<file path="src/rtl/logic_unit_arbiter_pkg.sv">
// Shared definitions for the two-requester bitwise logic unit: opcodes, FSM states
// and the single-bit operation helper used by the datapath.
package logic_unit_arbiter_pkg;

    localparam int NUM_REQ = 2;

    typedef enum logic [1:0] {
        OP_AND = 2'b00,
        OP_OR  = 2'b01,
        OP_XOR = 2'b10,
        OP_NOR = 2'b11
    } op_e;

    typedef enum logic [1:0] {
        IDLE = 2'b00,
        EXEC = 2'b01,
        RESP = 2'b10
    } state_e;

    function automatic logic logic_bit(input op_e op, input logic a, input logic b);
        logic y;
        y = 1'b0;
        case (op)
            OP_AND:  y = a & b;
            OP_OR:   y = a | b;
            OP_XOR:  y = a ^ b;
            OP_NOR:  y = ~(a | b);
            default: y = 1'b0;
        endcase
        return y;
    endfunction

endpackage

</file>
<file path="src/rtl/nbit_logic.sv">
// Purely bitwise combinational ALU slice: each result bit depends only on the
// operand bits at the same position.
module nbit_logic
    import logic_unit_arbiter_pkg::*;
#(
    parameter int WIDTH = 32
) (
    input  logic [WIDTH-1:0] A,
    input  logic [WIDTH-1:0] B,
    input  op_e              op,
    output logic [WIDTH-1:0] Y
);

    genvar gi;
    generate
        for (gi = 0; gi < WIDTH; gi++) begin : g_bit
            assign Y[gi] = logic_bit(op, A[gi], B[gi]);
        end
    endgenerate

endmodule

</file>
<file path="src/rtl/logic_unit_arbiter.sv">
// Two-requester round-robin front end for one shared bitwise logic unit:
// accept in IDLE, compute in EXEC, hold the response in RESP until consumed.
module logic_unit_arbiter
    import logic_unit_arbiter_pkg::*;
#(
    parameter int WIDTH = 32
) (
    input  logic             clk,
    input  logic             rst_n,
    input  logic [1:0]       req_valid,
    output logic [1:0]       req_ready,
    input  logic [1:0]       req_op0,
    input  logic [1:0]       req_op1,
    input  logic [WIDTH-1:0] req_a0,
    input  logic [WIDTH-1:0] req_b0,
    input  logic [WIDTH-1:0] req_a1,
    input  logic [WIDTH-1:0] req_b1,
    output logic             rsp_valid,
    input  logic             rsp_ready,
    output logic             rsp_id,
    output logic [WIDTH-1:0] rsp_data,
    output logic             busy
);

    state_e           state_q, state_d;
    logic [1:0]       rst_sync_q;
    logic             run_en;
    logic             last_q, last_d;
    logic             id_q, id_d;
    op_e              op_q, op_d;
    logic [WIDTH-1:0] a_q, a_d;
    logic [WIDTH-1:0] b_q, b_d;
    logic [WIDTH-1:0] data_q, data_d;
    logic [WIDTH-1:0] alu_y;
    logic             win_id;
    logic             accept;

    // Reset asserts asynchronously but releases only after two clean clock edges.
    always_ff @(posedge clk or negedge rst_n) begin
        if (!rst_n) begin
            rst_sync_q <= 2'b00;
        end else begin
            rst_sync_q <= {rst_sync_q[0], 1'b1};
        end
    end

    assign run_en = rst_sync_q[1];

    // Under contention the requester not served last wins; a lone requester always wins.
    assign win_id = (req_valid == 2'b11) ? ~last_q : req_valid[1];

    always_ff @(posedge clk or negedge rst_n) begin
        if (!rst_n) begin
            state_q <= IDLE;
        end else begin
            state_q <= state_d;
        end
    end

    always_comb begin
        state_d   = state_q;
        req_ready = 2'b00;
        accept    = 1'b0;
        case (state_q)
            IDLE: begin
                if (run_en && (req_valid != 2'b00)) begin
                    accept    = 1'b1;
                    req_ready = win_id ? 2'b10 : 2'b01;
                    state_d   = EXEC;
                end
            end
            EXEC:    state_d = RESP;
            RESP:    if (rsp_ready) state_d = IDLE;
            default: state_d = IDLE;
        endcase
    end

    nbit_logic #(
        .WIDTH(WIDTH)
    ) u_logic (
        .A  (a_q),
        .B  (b_q),
        .op (op_q),
        .Y  (alu_y)
    );

    always_comb begin
        last_d = last_q;
        id_d   = id_q;
        op_d   = op_q;
        a_d    = a_q;
        b_d    = b_q;
        data_d = data_q;
        if (accept) begin
            last_d = win_id;
            id_d   = win_id;
            op_d   = win_id ? op_e'(req_op1) : op_e'(req_op0);
            a_d    = win_id ? req_a1 : req_a0;
            b_d    = win_id ? req_b1 : req_b0;
        end
        if (state_q == EXEC) begin
            data_d = alu_y;
        end
    end

    // Pointer resets to "requester 1 served last" so requester 0 wins first contention.
    always_ff @(posedge clk or negedge rst_n) begin
        if (!rst_n) begin
            last_q <= 1'b1;
            id_q   <= 1'b0;
            op_q   <= OP_AND;
            a_q    <= '0;
            b_q    <= '0;
            data_q <= '0;
        end else begin
            last_q <= last_d;
            id_q   <= id_d;
            op_q   <= op_d;
            a_q    <= a_d;
            b_q    <= b_d;
            data_q <= data_d;
        end
    end

    assign rsp_valid = (state_q == RESP);
    assign busy      = (state_q != IDLE);
    assign rsp_id    = id_q;
    assign rsp_data  = data_q;

endmodule

</file>
<file path="config.mk">
export PLATFORM = sky130hd
export DESIGN_NAME = logic_unit_arbiter
export DESIGN_NICKNAME = d
export VERILOG_FILES = /design/src/rtl/logic_unit_arbiter_pkg.sv /design/src/rtl/nbit_logic.sv /design/src/rtl/logic_unit_arbiter.sv
export SDC_FILE = /design/constraint.sdc
export NUM_CORES = 1
export LEC_CHECK = 0
export ABC_AREA = 1
export BUFFER_PORTS_ARGS = -buffer_cell sky130_fd_sc_hd__buf_2
export CORE_ASPECT_RATIO = 1.4
export CORE_MARGIN = 5
export CORE_UTILIZATION = 54
export DETAILED_ROUTE_END_ITERATION = 8
export GPL_ROUTABILITY_DRIVEN = 0
export HOLD_SLACK_MARGIN = 0.12
export PLACE_DENSITY = 0.83
export SYNTH_ARGS = -nofsm -noshare
export SYNTH_HDL_FRONTEND = slang
export SYNTH_SLANG_ARGS = --single-unit
</file>
<file path="constraint.sdc">
create_clock -name clk -period 1.7 [get_ports clk]
set_input_delay 0.425 -clock clk [delete_from_list [all_inputs] [get_ports clk]]
set_output_delay 0.425 -clock clk [all_outputs]
set_load 0.1 [all_outputs]
</file>
# After elaboration in Yosys (flattened, before gate mapping)
# Cells that the tools add are included.
[word_totals]
output_inout_bits = 37
regBits = 104
elab_cells = 195
[classes]
n_eq_ne = 8
n_mux = 44
bitwise_logic = 129
reduce_logical = 6
[ops]
columns = ["cell", "count"]
rows = [
  ["1-bit one-hot mux with 4 select lines", 32],
  ["32-bit 2-to-1 mux", 2],
  ["1-bit inverter", 33],
  ["1-bit bitwise AND", 32],
  ["1-bit bitwise OR", 32],
  ["1-bit bitwise XOR", 32],
  ["2-bit 2-to-1 mux", 6],
  ["2-bit == test, second input constant", 4],
  ["2-bit one-hot mux with 3 select lines", 1],
  ["2-bit by 1-bit == test with 1-bit output, second input constant", 2],
  ["2-bit logical NOT", 2],
  ["2-bit nonzero test", 2],
  ["1-bit 2-to-1 mux", 3],
  ["2-bit by 1-bit != test with 1-bit output, second input constant", 1],
  ["2-bit != test, second input constant", 1],
  ["2-bit AND reduction", 1],
  ["1-bit logical AND", 1],
]

# Logic depth before layout (Yosys ltp)
# Gate-level depths: netlist (run 1).
[logic_depth]
depth_word = 5
mapped_depth = 9

# Modules after synthesis
# From an unflattened synthesis (run 1), not the netlist that was laid out.
[unflattened]
cells_unflattened = 1009
area_unflattened_um2 = 6964.2
[by_module_without_submodules]
columns = ["module", "instances", "cells_per_inst", "area_each_um2"]
rows = [
  ["logic_unit_arbiter", 1, 666, 4895.9],
  ["nbit_logic", 1, 343, 2068.2],
]

# Least setup slack after synthesis (run 1)
# Ideal clock, no wire load.
[synth_timing]
path_type = "register to output"
start = "register state_q[1]"
end = "output req_ready[0]"
slack_ns = -1.158
path_buffers = 1
arrival_time_ns = 2.433
stages_incl_launch_ff = 7
required_time_ns = 1.275
path_cell_list = "dfrtp_1 -> nor2_1 -> inv_2 -> nor2_4 -> inv_2 -> buf_2 -> nor2_1"
[synth_between]
elab_chain_cells = 2
[synth_rtl]
columns = ["element", "line_no", "rtl"]
rows = [
  ["start, declared", "logic_unit_arbiter.sv:25", "state_e state_q, state_d;"],
  ["start signal, assigned", "logic_unit_arbiter.sv:56", "state_q <= state_d;"],
  ["2-bit logical NOT", "logic_unit_arbiter.sv:64", "case (state_q)"],
  ["2-bit 2-to-1 mux", "logic_unit_arbiter.sv:64", ""],
  ["end, declared", "logic_unit_arbiter.sv:11", "output logic [1:0] req_ready,"],
]
# Every way passes these cells.

# Worst setup path in the final report (run 1)
# Ends and elaborated chain as after synthesis.

==> results.toml, run 1 <==
[pwr]
p_leak_nw = 4.89
switching_share_pct = 53.1
vdd_drop_max_uv = 764
combPwrFrac_pct = 58.0
power.switching_mw = 8.36
power_frac_seq_pct = 27.7
internal_power_mw = 7.38
power.density_mw_per_mm2 = 1870
power.share.clock_pct = 14.3

[global_routing]
antenna_found_initial = 0
grt_first_pass_wirelength_um = 29200
grt_max_degree = 69
track_usage_pct = 23.3
grt_pass1_vias = 6535
gr-total-overflow = 0

[die]
die_h_um = 144
die_area_mm2 = 0.0152
core_mm2 = 0.0124
die_w_um = 105
io_pins = 174
initial_core_util_pct = 55.5
num_rows = 48

[synth]
syn_area_mm2 = 0.00689
synthMuxAreaShare_pct = 0
ys_seq_area_share_pct = 37.8
netlist_instances = 1031
synth_top_area_share_pct = 37.4
synth_top_family_by_area = "simple AND/OR/NAND/NOR gates"
syn-num-nets = 1232
synth_xor_xnor_area_share_pct = 0
synth.distinct_cells = 17
ys_top_cells_by_area = "dfrtp_1 37%, nand2_1 25%, ha_1 12%, nand3_1 9.3%, inv_1 5.5%"
synth_compound_area_share_pct = 0.181
synth_top_area_cell = "dfrtp_1"
synth-simple-area-share_pct = 40.4
yosysWarnings = 0
ys_ff_latch = 104
synthAdderAreaFrac_pct = 11.6
synth_area_per_cell_um2 = 6.69

[cells_and_area]
final_nets = 1389
fin_cells = 1343
antenna-diode-count = 0
area_growth_pct = 22.2
finalInstanceArea_mm2 = 0.00842
postLayoutCoreUtil_pct = 67.8
drive_above_1_share_pct = 19.5

[place]
placed_cells = 1320
dp_hpwl_um = 11800
numPortBuffers = 173
placed_area_mm2 = 0.00804

[worst_hold_path]
holdCritStartpoint = "rsp_ready"
min_to = "state_q[1]$_DFFE_PN0P_"
hold_class = "in2reg"
holdPathStages = 2

[detailed_routing]
firstDrtPassIters = 5
routed_wl_um = 17000
wl_met1_um = 7070
vias = 6623
dr_wl_met2_um = 8750
drc = 0
met3_length_um = 816
via_per_inst = 4.93
drtIter0Drc = 321
routed.top_layer = "met4"
wl_per_cell_um = 12.7
ant_nets = 0

[worst_setup_path]
cp-end-kind = "output port"
rrSetupSlack_ps = 70
cp.arrival_ps = 1490
timing.rr.start = "state_q[1]$_DFFE_PN0P_"
r2r-end = "b_q[11]$_DFFE_PN0P_"
r2r_cells = 9
worstPathMaxFanout = 4
path_class = "reg2out"
cp.required_ps = 1270
setup.worst_path.start_class = "flip-flop"

[sta]
period_minus_slack_ps = 1910
finClkSkew_ps = 6.41
post-route-period-util_pct = 112
tns_ps = -515
hold_violations = 0
setup-violations-final = 3
slew_violations = 0
fmax_ghz = 0.523
rsz0062_at_grt = "true"
tightest_slew_ps = 519
slew_headroom_pct = 65.6
fin_ws_ps = -211

[clocking]
cts_root_buffer = "clkbuf_16"
clk_latency_ps = 350
h-tree-depth = 3
clock-sinks = 104
clk_path_buf_depth = 2
cts_buffers = 9
tritoncts = "yes"
cts.clk_slew.worst_paths_ps = 70

[flow_run]
maxCapViolCount = 0

[outcome]
failed_checks = "setup timing"
run_status = "finished, violations left"
## layout by cell type, fill, tap and decap left out, drive strengths merged
cell,count
dlygate4sd3,1
o21ai,1
conb,1
buf,203
o21bai,1
bufinv,3
nor2,102
dfrtp,103
inv,103
dfstp,1
clkbuf,10
ha,64
clkinvlp,4
nand3,128
nand2,468
## layer usage
metal / GRT usage, % / up-vias
met1: 27.0 / 2980
met4: 8.73 / 0
met5: 0 / -
li1: - / 3431
met2: 43.2 / 177
met3: 3.73 / 35
## cell families (layout without fill, tap and decap cells)
kind of cell,count (synthesis),after routing
simple gates,698,698
buf+inv,162,324
fa+ha+maj,64,64
other cells,1,1
flops,104,104
compound gates,2,2
## worst max-delay path by stage
stage	startpoint	endpoint	slack [ps]	cells after the start
detailed placement	state_q[0]$_DFFE_PN0P_	req_ready[0]	70	6
finish	state_q[1]$_DFFE_PN0P_	req_ready[0]	-210	6
global route	state_q[1]$_DFFE_PN0P_	req_ready[0]	-290	6
floorplan	state_q[0]$_DFFE_PN0P_	req_ready[0]	-330	6
global placement	state_q[0]$_DFFE_PN0P_	req_ready[0]	70	6
CTS	state_q[1]$_DFFE_PN0P_	req_ready[0]	-240	6
## critical path, cell delays in order, from the launching register on
cell	delay, ps
dfrtp_1	380
nor2_1	100
bufinv_8	190
nor2_4	130
inv_2	70
nor2_4	100
buf_12	180
## area by class of cell
class / count / area [um2]
Clock buffer: 10 / 229
Clock inverter: 6 / 91.3
Fill cell: 1088 / 4010
Inverter: 104 / 410
Multi-Input combinational cell: 765 / 3640
Sequential cell: 104 / 2610
Tap cell: 150 / 188
Timing Repair Buffer: 204 / 1250
## repair_timing
item,4_1_cts,5_1_grt
hold buffers,1,0
setup endpoints to repair,2,4
hold endpoints to repair,25,0
pin swaps,3,2
buffers inserted,5,4
gates resized for setup,2,2
## power by group through the flow
stage                     Combinational (mW)  Sequential, mW  Clock, mW
final                                   9.14            4.36       2.24
after global routing                    10.1            4.50       2.36
after CTS                               9.18            4.36       2.26
after detailed placement                9.06            4.39          0
after global placement                  8.79            4.36          0
after floorplan                         4.22            7.15          0
## cell usage after synthesis, drive strengths merged
cell type and count:
nor2 102, o21bai 1, nand3 128, conb 1, nand2 468, dfrtp 103
o21ai 1, buf 45, inv 104, clkbuf 13, ha 64, dfstp 1
## per-stage QoR
stage	setup slack [ps]	total power, mW	hold WS (ps)
6_report	-211	15.7	293
5_1_grt	-293	17.0	284
4_1_cts	-239	15.8	283
3_5_place_dp	68.0	13.5	339
3_3_place_gp	74.6	13.1	336
2_1_floorplan	-333	11.4	129
## state kept, by name, summed over array words and instances (netlist names)
name and flops:
rsp_data 32, rsp_id 1, last_q 1, state_q 2, b_q 32, op_q 2
rst_sync_q 2, a_q 32
Note: power is estimated with default switching activity, not from simulation.
==> inputs of run 2 (changes only) <==
--- a/config.mk
+++ b/config.mk
@@ -18,2 +18,3 @@
 export SYNTH_HDL_FRONTEND = slang
 export SYNTH_SLANG_ARGS = --single-unit
+export TNS_END_PERCENT = 30
==> constraint.sdc (replaced) <==
create_clock -name clk -period 1.7 [get_ports clk]
set_input_delay 0.425 -clock clk [delete_from_list [all_inputs] [get_ports clk]]
set_output_delay 0.425 -clock clk [all_outputs]
set_load 0.005 [all_outputs]
==> run 2 against run 1 <==
Against the previous run:
- the flow still finishes with violations (setup timing)
- clock skew decreased by 1.1 ps
- setup slack improved by 110 ps
- sequential power grew 2%
- sequential cell count is the same
- clock-buffer cell count unchanged
- largest power group unchanged
- wire length is 0.15% higher
- via count grew 0.56%
- cell count rose by 0.45%
- final area fell by 1.5%
==> results.toml, run 2 (same netlist as run 1, synthesis figures left out) <==
[outcome]
run_status = "finished, violations left"
failed_checks = "setup timing"

[worst_setup_path]
cp-end-kind = "output port"
path_class = "reg2out"
cp.required_ps = 1270
setup.worst_path.start_class = "flip-flop"
cp.arrival_ps = 1370
r2r_cells = 9
worstPathMaxFanout = 7

[sta]
setup-violations-final = 2
hold_violations = 0
post-route-period-util_pct = 106
period_minus_slack_ps = 1800
finClkSkew_ps = 5.31
whs_ps = 274
fmax_ghz = 0.556
slew_violations = 0
fin_ws_ps = -97.6
rsz0062_at_grt = "true"

[clocking]
cts_buffers = 9
tritoncts = "yes"
clk_latency_ps = 340
cts_root_buffer = "clkbuf_16"
clk_path_buf_depth = 2
clock-sinks = 104
cts.clk_slew.worst_paths_ps = 70
h-tree-depth = 3

[global_routing]
grt_first_pass_wirelength_um = 28100
grt_pass1_vias = 6367
antenna_found_initial = 0
gr-total-overflow = 0
grt_max_degree = 67
track_usage_pct = 22.5

[place]
dp_hpwl_um = 12100
placed_area_mm2 = 0.00794
numPortBuffers = 173

[pwr]
switching_share_pct = 42.8
power_frac_seq_pct = 36.6
p_total_mw = 12.2
power.switching_mw = 5.22
vdd_drop_max_uv = 718
power.share.clock_pct = 15.9
internal_power_mw = 6.96
p_leak_nw = 4.87
power.density_mw_per_mm2 = 1470
combPwrFrac_pct = 47.5

[die]
io_pins = 174
num_rows = 48
core_mm2 = 0.0124
die_w_um = 105
die_area_mm2 = 0.0152
initial_core_util_pct = 55.5
die_h_um = 144

[detailed_routing]
routed_wl_um = 17100
drtIter0Drc = 312
drc = 0
firstDrtPassIters = 4
vias = 6660
via_per_inst = 4.94
ant_nets = 0
wl_per_cell_um = 12.6

[cells_and_area]
regArea_mm2 = 0.00261
area_growth_pct = 20.4
postLayoutCoreUtil_pct = 66.8
final_cell_mix = "466 x nand2_1, 172 x buf_2, 128 x nand3_1"
multi_input_area_mm2 = 0.00363
antenna-diode-count = 0
mostFrequentLayoutCell = "nand2_1"
drive_above_1_share_pct = 19.7
final_nets = 1395
fill_cells = 1126
finalInstanceArea_mm2 = 0.00830

[flow_run]
maxCapViolCount = 0

[worst_hold_path]
hold_class = "in2reg"
holdPathStages = 2
[run 2: cell types whose count changed in the layout (fill, tap and decap cells not counted), moves of 2 or more]
cell,previous run,this run
buf_4,23,32
buf_12,11,5
buf_2,168,172
bufinv_16,2,0
inv_1,99,101
nor2_4,5,3
[run 2: layout make-up]
class	instances	share of cell area [%]
clock buffer	10	2.76
clock inverter	6	0.543
inverter	104	4.73
multi-input combinational	765	43.7
sequential	104	31.4
tap	150	2.26
timing repair buffer	210	14.6
[run 2: critical path, stage by stage (launching register included)]
cell and delay [ps]:
dfstp_2 560, nand2_1 70, nand2_2 110, inv_4 70
nand2_2 70, inv_1 40, buf_2 120
[run 2: timing repair]
action,CTS,global route
pin swaps,3,3
setup endpoints to repair,2,2
hold buffers,1,0
hold endpoints to repair,18,0
resized for setup,2,1
setup buffers,7,2
[run 2: worst paths after layout]
kind / start / endpoint / slack [ps]
worst max-delay path: last_q$_DFFE_PN1P_ / req_ready[1] / -100
worst min-delay path: rsp_ready / state_q[1]$_DFFE_PN0P_ / 270
worst max register to register: state_q[1]$_DFFE_PN0P_ / b_q[11]$_DFFE_PN0P_ / 130
worst min register to register: rst_sync_q[0]$_DFF_PN0_ / rst_sync_q[1]$_DFF_PN0_ / 350
max in group asynchronous: rst_n / a_q[6]$_DFFE_PN0P_ / 620
min in group asynchronous: rst_n / a_q[27]$_DFFE_PN0P_ / 520
[run 2: through the flow]
| stage | worst slack (ps) | std cells | TNS (ps) |
|---|---|---|---|
| global route | -147 | 1349 | -293 |
| global placement | 109 | 1323 | 0 |
| CTS | -84.7 | 1347 | -152 |
| finish | -97.6 | 1349 | -180 |
| detailed placement | 87.9 | 1323 | 0 |
| floorplan | 206 | 1031 | 0 |
[run 2: routing by layer]
layer | GRT usage, % | wire (um)
met5 | 0 | 0
met4 | 9.75 | 367
met3 | 2.29 | 1050
met2 | 40.8 | 8560
met1 | 27.2 | 7090
[run 2: power by group through the flow]
| stage | Clock (mW) | Combinational, mW | Sequential, mW |
|---|---|---|---|
| 6_report | 1.94 | 5.78 | 4.46 |
| 5_1_grt | 2.06 | 6.64 | 4.63 |
| 4_1_cts | 1.99 | 5.81 | 4.46 |
| 3_5_place_dp | 0 | 5.70 | 4.50 |
| 3_3_place_gp | 0 | 5.48 | 4.45 |
| 2_1_floorplan | 0 | 4.02 | 4.26 |
==> inputs of run 3 (changes only) <==
==> constraint.sdc (replaced) <==
create_clock -name clk -period 1.7 [get_ports clk]
set_input_delay 0.34 -clock clk [delete_from_list [all_inputs] [get_ports clk]]
set_output_delay 0.34 -clock clk [all_outputs]
set_load 0.005 [all_outputs]
==> run 3 against run 2 <==
Against the previous run:
- setup slack improved by 94 ps
- combinational power is essentially flat
- the flow still finishes with violations (setup timing)
- global-route usage is 0.95 points higher
- first-iteration DRC count up 19%
- cell count is 0.67% lower
- critical path type unchanged
- non-clock buffer count decreased by 10
- worst hold slack worse by 26 ps
- power rose by 1.8%
==> results.toml, run 3 (same netlist as run 1, synthesis figures left out) <==
[outcome]
run_status = "finished, violations left"
failed_checks = "setup timing"

[clocking]
tritoncts = "yes"
cts_buffers = 9
clk_path_buf_depth = 2
cts.clk_slew.worst_paths_ps = 70
clk_latency_ps = 350
h-tree-depth = 3
cts_root_buffer = "clkbuf_16"
clock-sinks = 104

[cells_and_area]
final_cell_mix = "465 x nand2_1, 172 x buf_2, 128 x nand3_1"
final_nets = 1386
finalInstanceArea_mm2 = 0.00830
area_growth_pct = 20.4
drive_above_1_share_pct = 19.4
antenna-diode-count = 0
mostFrequentLayoutCell = "nand2_1"
fin_cells = 1340

[pwr]
power.density_mw_per_mm2 = 1490
vdd_drop_max_uv = 741
p_leak_nw = 4.86

[detailed_routing]
routed_wl_um = 17300
firstDrtPassIters = 5
drtIter0Drc = 370
ant_nets = 0
vias = 6624
wl_per_cell_um = 12.9
drc = 0
via_per_inst = 4.94

[worst_setup_path]
cp-end-kind = "output port"
worstPathMaxFanout = 11
cp.required_ps = 1360
path_class = "reg2out"
cp.arrival_ps = 1360
setup.worst_path.start_class = "flip-flop"

[flow_run]
maxCapViolCount = 0

[place]
dp_hpwl_um = 12200
numPortBuffers = 173
placed_area_mm2 = 0.00793
placed_cells = 1320

[die]
num_rows = 48
initial_core_util_pct = 55.5
die_h_um = 144
core_mm2 = 0.0124
io_pins = 174
die_area_mm2 = 0.0152
die_w_um = 105

[global_routing]
grt_max_degree = 67
grt_first_pass_wirelength_um = 29200
antenna_found_initial = 0
gr-total-overflow = 0
track_usage_pct = 23.5
grt_pass1_vias = 6446

[sta]
slew_violations = 0
fin_ws_ps = -3.40
rsz0062_at_grt = "true"
post-route-period-util_pct = 100
fmax_ghz = 0.587
tns_ps = -3.40
setup-violations-final = 1
finClkSkew_ps = 10.3
hold_violations = 0
period_minus_slack_ps = 1700

[worst_hold_path]
hold_class = "in2reg"
==> run 3: timing repair <==
item | in CTS | in global routing
hold endpoints to repair | 27 | 0
pin swaps | 2 | 1
gates resized for setup | 9 | 2
hold buffers | 1 | 0
gates cloned | 1 | 0
endpoints found under the setup margin | 2 | 68
buffers inserted | 2 | 0
==> run 3: worst max-delay path: stages (launching register included) <==
cell and delay (ps):
dfstp_2 530, nand2_2 60, nand2_4 100, inv_8 60
nand2_2 100, inv_2 50, buf_2 120
==> run 3: cell type report <==
cell class | instances | area (um2)
Fill cell | 1089 | 4130
Inverter | 104 | 398
Clock buffer | 12 | 256
Sequential cell | 104 | 2610
Timing Repair inverter | 1 | 6.26
Clock inverter | 4 | 52.6
Tap cell | 150 | 188
Multi-Input combinational cell | 765 | 3640
Timing Repair Buffer | 200 | 1150
==> run 3: worst paths after layout <==
path / from / endpoint / slack [ps] / cells after the start
worst max register to register: last_q$_DFFE_PN1P_ / b_q[17]$_DFFE_PN0P_ / 190 / 7
max in group asynchronous: rst_n / op_q[1]$_DFFE_PN0P_ / 670 / 3
worst min-delay path: rsp_ready / state_q[1]$_DFFE_PN0P_ / 250 / 2
worst max-delay path: last_q$_DFFE_PN1P_ / req_ready[1] / -3 / 6
worst min register to register: rst_sync_q[0]$_DFF_PN0_ / rst_sync_q[1]$_DFF_PN0_ / 350 / 0
min in group asynchronous: rst_n / rsp_data[28]$_DFFE_PN0N_ / 490 / 2
==> run 3: power by group <==
group | internal [mW] | switching, mW | total [mW]
Clock | 1.23 | 0.922 | 2.15
Sequential | 3.57 | 0.883 | 4.45
Combinational | 2.38 | 3.42 | 5.80
==> run 3: per-stage QoR <==
stage                     worst slack [ps]  hold slack (ps)  utilization [%]  power, mW
after global routing                 -69.8              252             66.7       13.6
final                                -3.40              248             66.7       12.4
after CTS                            -10.0              245             66.7       12.5
after global placement                94.3              324             63.8       9.94
after detailed placement              53.4              326             63.8       10.2
after floorplan                        309             44.4                -       8.28
==> run 3: metal layers <==
| layer | vias up | track usage, % | wire (um) |
|---|---|---|---|
| li1 | 3428 | - | - |
| met1 | 2974 | 28.5 | 7290 |
| met2 | 189 | 41.5 | 8580 |
| met3 | 33 | 3.91 | 1000 |
| met4 | 0 | 9.48 | 459 |
| met5 | - | 0 | 0 |
